File: config.mk
export PLATFORM = sky130hd
export DESIGN_NAME = multicycle_controller
export DESIGN_NICKNAME = d
export VERILOG_FILES = /design/src/rtl/multicycle_controller.sv
export SDC_FILE = /design/constraint.sdc
export NUM_CORES = 1
export LEC_CHECK = 0
export BUFFER_PORTS_ARGS = -buffer_cell sky130_fd_sc_hd__buf_4
export CAP_MARGIN = 20
export CORE_MARGIN = 10
export CORE_UTILIZATION = 36
export CTS_CLUSTER_SIZE = 20
export DETAILED_ROUTE_END_ITERATION = 16
export PLACE_DENSITY = 0.77
export REMOVE_ABC_BUFFERS = 1
export SETUP_SLACK_MARGIN = 0.3
export SYNTH_ARGS = -nofsm -noshare
export SYNTH_HDL_FRONTEND = slang
export SYNTH_SLANG_ARGS = --single-unit
File: constraint.sdc
create_clock -name clk -period 1.37 [get_ports clk]
set_input_delay 0.2055 -clock clk [delete_from_list [all_inputs] [get_ports clk]]
set_output_delay 0.2055 -clock clk [all_outputs]
set_load 0.01 [all_outputs]
File: src/rtl/multicycle_controller.sv
// Multicycle ARM-subset control unit: a Moore FSM that sequences
// fetch / decode / memory / execute / writeback and drives datapath selects.
module multicycle_controller (
    input  logic       clk,
    input  logic       reset,
    input  logic [3:0] Cond,
    input  logic [1:0] Op,
    input  logic [5:0] Funct,
    input  logic [3:0] Rd,
    input  logic       Z_FLAG,
    output logic       PCWrite,
    output logic       AdrSrc,
    output logic       MemWrite,
    output logic       IRWrite,
    output logic [1:0] ResultSrc,
    output logic [3:0] ALUControl,
    output logic       ALUSrcA,
    output logic [1:0] ALUSrcB,
    output logic [1:0] ImmSrc,
    output logic [1:0] RegSrc,
    output logic       RegWrite,
    output logic       Write_Z_ENABLE,
    output logic [3:0] state_out
);

    typedef enum logic [3:0] {
        FETCH  = 4'd0,
        DECODE = 4'd1,
        MEMADR = 4'd2,
        MEMRD  = 4'd3,
        MEMWB  = 4'd4,
        MEMWR  = 4'd5,
        EXECR  = 4'd6,
        EXECI  = 4'd7,
        ALUWB  = 4'd8,
        BRANCH = 4'd9
    } state_t;

    state_t state_q, state_d;

    logic       cond_ex;
    logic [3:0] cmd;
    logic       is_cmp;
    logic       rd_is_pc;

    assign cmd      = Funct[4:1];
    assign is_cmp   = (cmd == 4'b1010);
    assign rd_is_pc = (Rd == 4'b1111);

    // Condition evaluation: only EQ, NE and AL are supported, others never execute
    always_comb begin
        case (Cond)
            4'b0000: cond_ex = Z_FLAG;
            4'b0001: cond_ex = ~Z_FLAG;
            4'b1110: cond_ex = 1'b1;
            default: cond_ex = 1'b0;
        endcase
    end

    // Register-address and immediate selects depend only on the instruction fields
    assign RegSrc    = (Op == 2'b10)                 ? 2'b01 :
                       ((Op == 2'b01) && !Funct[0])  ? 2'b10 : 2'b00;
    assign ImmSrc    = Op;
    assign state_out = state_q;

    // State register with synchronous reset to FETCH
    always_ff @(posedge clk) begin
        if (reset) state_q <= FETCH;
        else       state_q <= state_d;
    end

    // Next-state and per-state outputs; reset masks every write enable
    always_comb begin
        state_d        = FETCH;
        PCWrite        = 1'b0;
        AdrSrc         = 1'b0;
        MemWrite       = 1'b0;
        IRWrite        = 1'b0;
        ResultSrc      = 2'b00;
        ALUControl     = 4'b0000;
        ALUSrcA        = 1'b0;
        ALUSrcB        = 2'b00;
        RegWrite       = 1'b0;
        Write_Z_ENABLE = 1'b0;
        case (state_q)
            FETCH: begin
                IRWrite    = 1'b1;
                ALUSrcA    = 1'b1;
                ALUSrcB    = 2'b10;
                ALUControl = 4'b0100;
                ResultSrc  = 2'b10;
                PCWrite    = 1'b1;
                state_d    = DECODE;
            end
            DECODE: begin
                ALUSrcA    = 1'b1;
                ALUSrcB    = 2'b10;
                ALUControl = 4'b0100;
                ResultSrc  = 2'b10;
                if (!cond_ex)          state_d = FETCH;
                else if (Op == 2'b01)  state_d = MEMADR;
                else if (Op == 2'b10)  state_d = BRANCH;
                else if (Op == 2'b00)  state_d = Funct[5] ? EXECI : EXECR;
                else                   state_d = FETCH;
            end
            MEMADR: begin
                ALUSrcB    = 2'b01;
                ALUControl = 4'b0100;
                state_d    = Funct[0] ? MEMRD : MEMWR;
            end
            MEMRD: begin
                AdrSrc  = 1'b1;
                state_d = MEMWB;
            end
            MEMWB: begin
                ResultSrc = 2'b01;
                PCWrite   = rd_is_pc;
                RegWrite  = ~rd_is_pc;
                state_d   = FETCH;
            end
            MEMWR: begin
                AdrSrc   = 1'b1;
                MemWrite = 1'b1;
                state_d  = FETCH;
            end
            EXECR, EXECI: begin
                ALUSrcB        = (state_q == EXECI) ? 2'b01 : 2'b00;
                ALUControl     = cmd;
                Write_Z_ENABLE = Funct[0] | is_cmp;
                // CMP only updates flags, so it skips writeback
                state_d        = is_cmp ? FETCH : ALUWB;
            end
            ALUWB: begin
                ResultSrc = 2'b00;
                PCWrite   = rd_is_pc;
                RegWrite  = ~rd_is_pc;
                state_d   = FETCH;
            end
            BRANCH: begin
                ALUSrcB    = 2'b01;
                ALUControl = 4'b0100;
                ResultSrc  = 2'b10;
                PCWrite    = 1'b1;
                state_d    = FETCH;
            end
            default: state_d = FETCH;
        endcase
        if (reset) begin
            PCWrite        = 1'b0;
            MemWrite       = 1'b0;
            IRWrite        = 1'b0;
            RegWrite       = 1'b0;
            Write_Z_ENABLE = 1'b0;
        end
    end

endmodule

==> impl_metrics.ini <==
[drt]
first_iter_violations = 12
wl_per_cell_um = 18.1
drt_pre_antenna_iters = 4
routed_via_density = 5.69
route.detailed.drc = 0
vias = 768
detail-route-antenna-nets = 0
wl_um = 2450

[global_routing]
first_global_vias = 749
met2_usage_pct = 24.3
track_usage_pct = 13.5
overflow = 0
met1_usage_pct = 13.4
grt_pass1_wl_um = 3590
grt_max_degree = 11
grt_most_used_layer = met2
grt_use_met3_pct = 3.60
antenna_found_initial = 0

[clock_network]
clock_latency_ns = 0.24
ctsHoldBuffers = 0
clock-sinks = 4
root_buffer = clkbuf_4
numCtsBuffers = 3
cts_buffer_depth = 2
h-tree-depth = 1
cts_tree = built
clkTransAtPathRegs_ns = 0.04

[sta]
tightestPinTransition_ns = 0.454
hold_viol = 0
relSlewSlack_pct = 69.5
skew_ns = 0.000831
fin_ws_ns = -0.139
min_period_ns = 1.51
maxSlewViolCount = 0
period_share_pct = 110
fmax_mhz = 662
rsz0062_at_grt = yes
setup_viol = 9

[setup_path]
cp_slowest_stage_delay_ns = 0.37
worst_setup_path_end_kind = primary output
worstSetupPathType = flop to primary output
arrival_ns = 1.30
cp.required_ns = 1.16
cp_max_fo = 9
setup.worst_path.start_class = flop
cp_cell_sequence = nand2b_4 > a21bo_2 > nor4_2 > buf_4
cpMaxStageDelayCell = dfxtp_4

[outcome]
status = finished with violations
violations = negative setup slack

[worst_hold_path]
min_path_type = primary input to flop

[placement]
port_buffers = 41
place_area_sq_um = 835
dp.cells = 125
dp_slack_ns = 0.0289
dp_hpwl_um = 1710
place.gp.congestion = 0.776

[layout]
fin_util_pct = 83.8
design_area_sq_um = 1080
n_fill_cell = 80
layout-drive-gt1-share_pct = 69.2
diodes = 0
largest_reg_flops = 4
area_delta_synth_final_pct = 123
final_nets = 141
stdcell_count = 135

[power_and_ir_drop]
p_total_mw = 0.499
power.density_nw_per_um2 = 463
ir_worst_vdd_mv = 0.472
p_leak_nw = 0.500

[die]
pin_count = 42
initial_core_util_pct = 37.6
die_x_um = 56.6
die_h_um = 56.6
core_sq_um = 1280
rows = 13
dieArea_sq_um = 3210

[logic_synthesis]
yosys-top-cells-area = dfxtp_1 (17%), nor3_1 (8.3%), and3_1 (5.2%)
synth_edf_count = 0
yosys_warnings = 0
syn_inst = 68
synth.avg_cell_area_sq_um = 7.10
synth_common_cells = nor3_1 (8), nor2_1 (5)
syn_area_sq_um = 483
seq_area_frac_synth_pct = 16.6
yosys.area.top_type = dfxtp_1
ys_async_sr_fraction_pct = 0
yosysUniqueCellTypes = 33
synth_flop_cell = dfxtp_1
ys_ff_latch = 4
netlist.area_leader.share_pct = 16.6
yosysMostFrequentCell = nor3_1

[run]
drv_cap = 0
placed cells by master (no fill, tap or decap), types with 2 or more instances in the layout:
cell / n
buf_4: 46
buf_6: 11
nor3_2: 5
nor2_1: 5
and3_1: 4
dfxtp_4: 4
nand2b_4: 3
o21ai_0: 3
clkbuf_4: 3
nor2b_2: 2
nand3b_1: 2
nor2b_1: 2
nor4bb_1: 2
or3_4: 2
nand3_1: 2
nor3_1: 2
worst max-delay path, delay by kind of cell (launching register included):
| kind | cells | cell delay, ns |
|---|---|---|
| buf+inv | 1 | 0.17 |
| flops | 1 | 0.37 |
| compound gates | 1 | 0.22 |
| simple gates | 2 | 0.30 |
cell families after synthesis:
group | synth area share (%)
AOI/OAI and AO/OA | 18.4
xor gates and xnor gates | 3.63
buffers and inverters | 9.58
DFF | 16.6
and+or+nand+nor | 51.8
stage by stage:
| stage | hold slack (ns) | TNS [ns] |
|---|---|---|
| final | 0.206 | -0.727 |
| after global routing | 0.219 | -1.21 |
| after CTS | 0.209 | -0.474 |
| after detailed placement | 0.460 | 0 |
| after global placement | 0.462 | 0 |
| after floorplan | 0.308 | -0.0692 |
final timing paths:
path	start	cells past startpoint	end	slack, ns
setup / recovery	state_out[2]	4	RegWrite	-0.14
setup reg to reg	state_out[3]	4	state_out[0]	-0.06
hold reg to reg	state_out[1]	3	state_out[3]	0.66
hold / removal	Op[1]	2	state_out[1]	0.21
per-layer routing:
metal	routed length, um	part of all wire [%]
met1	912	37
met2	1260	51
met3	198	8.1
met4	75	3.1
met5	0	0
report_power, final:
| part | internal [mW] | total, mW | switching, mW |
|---|---|---|---|
| Combinational | 0.126 | 0.219 | 0.0932 |
| Clock | 0.0985 | 0.155 | 0.0563 |
| Sequential | 0.116 | 0.125 | 0.00938 |
repair_timing:
item	in CTS	in global routing
pin swaps	4	1
resized for setup	30	11
setup endpoints to repair	23	22
endpoints found under the hold margin	0	0
setup buffers	4	3
cell type report:
| class | instances | area [sq um] | share of cell area [%] |
|---|---|---|---|
| sequential | 4 | 95.1 | 8.83 |
| multi-input combinational | 55 | 468 | 43.4 |
| timing repair buffer | 57 | 469 | 43.6 |
| clock buffer | 3 | 22.5 | 2.09 |
| tap | 15 | 18.8 | 1.74 |
| inverter | 1 | 3.75 | 0.348 |
No activity file was read; power rests on OpenSTA's default activity.
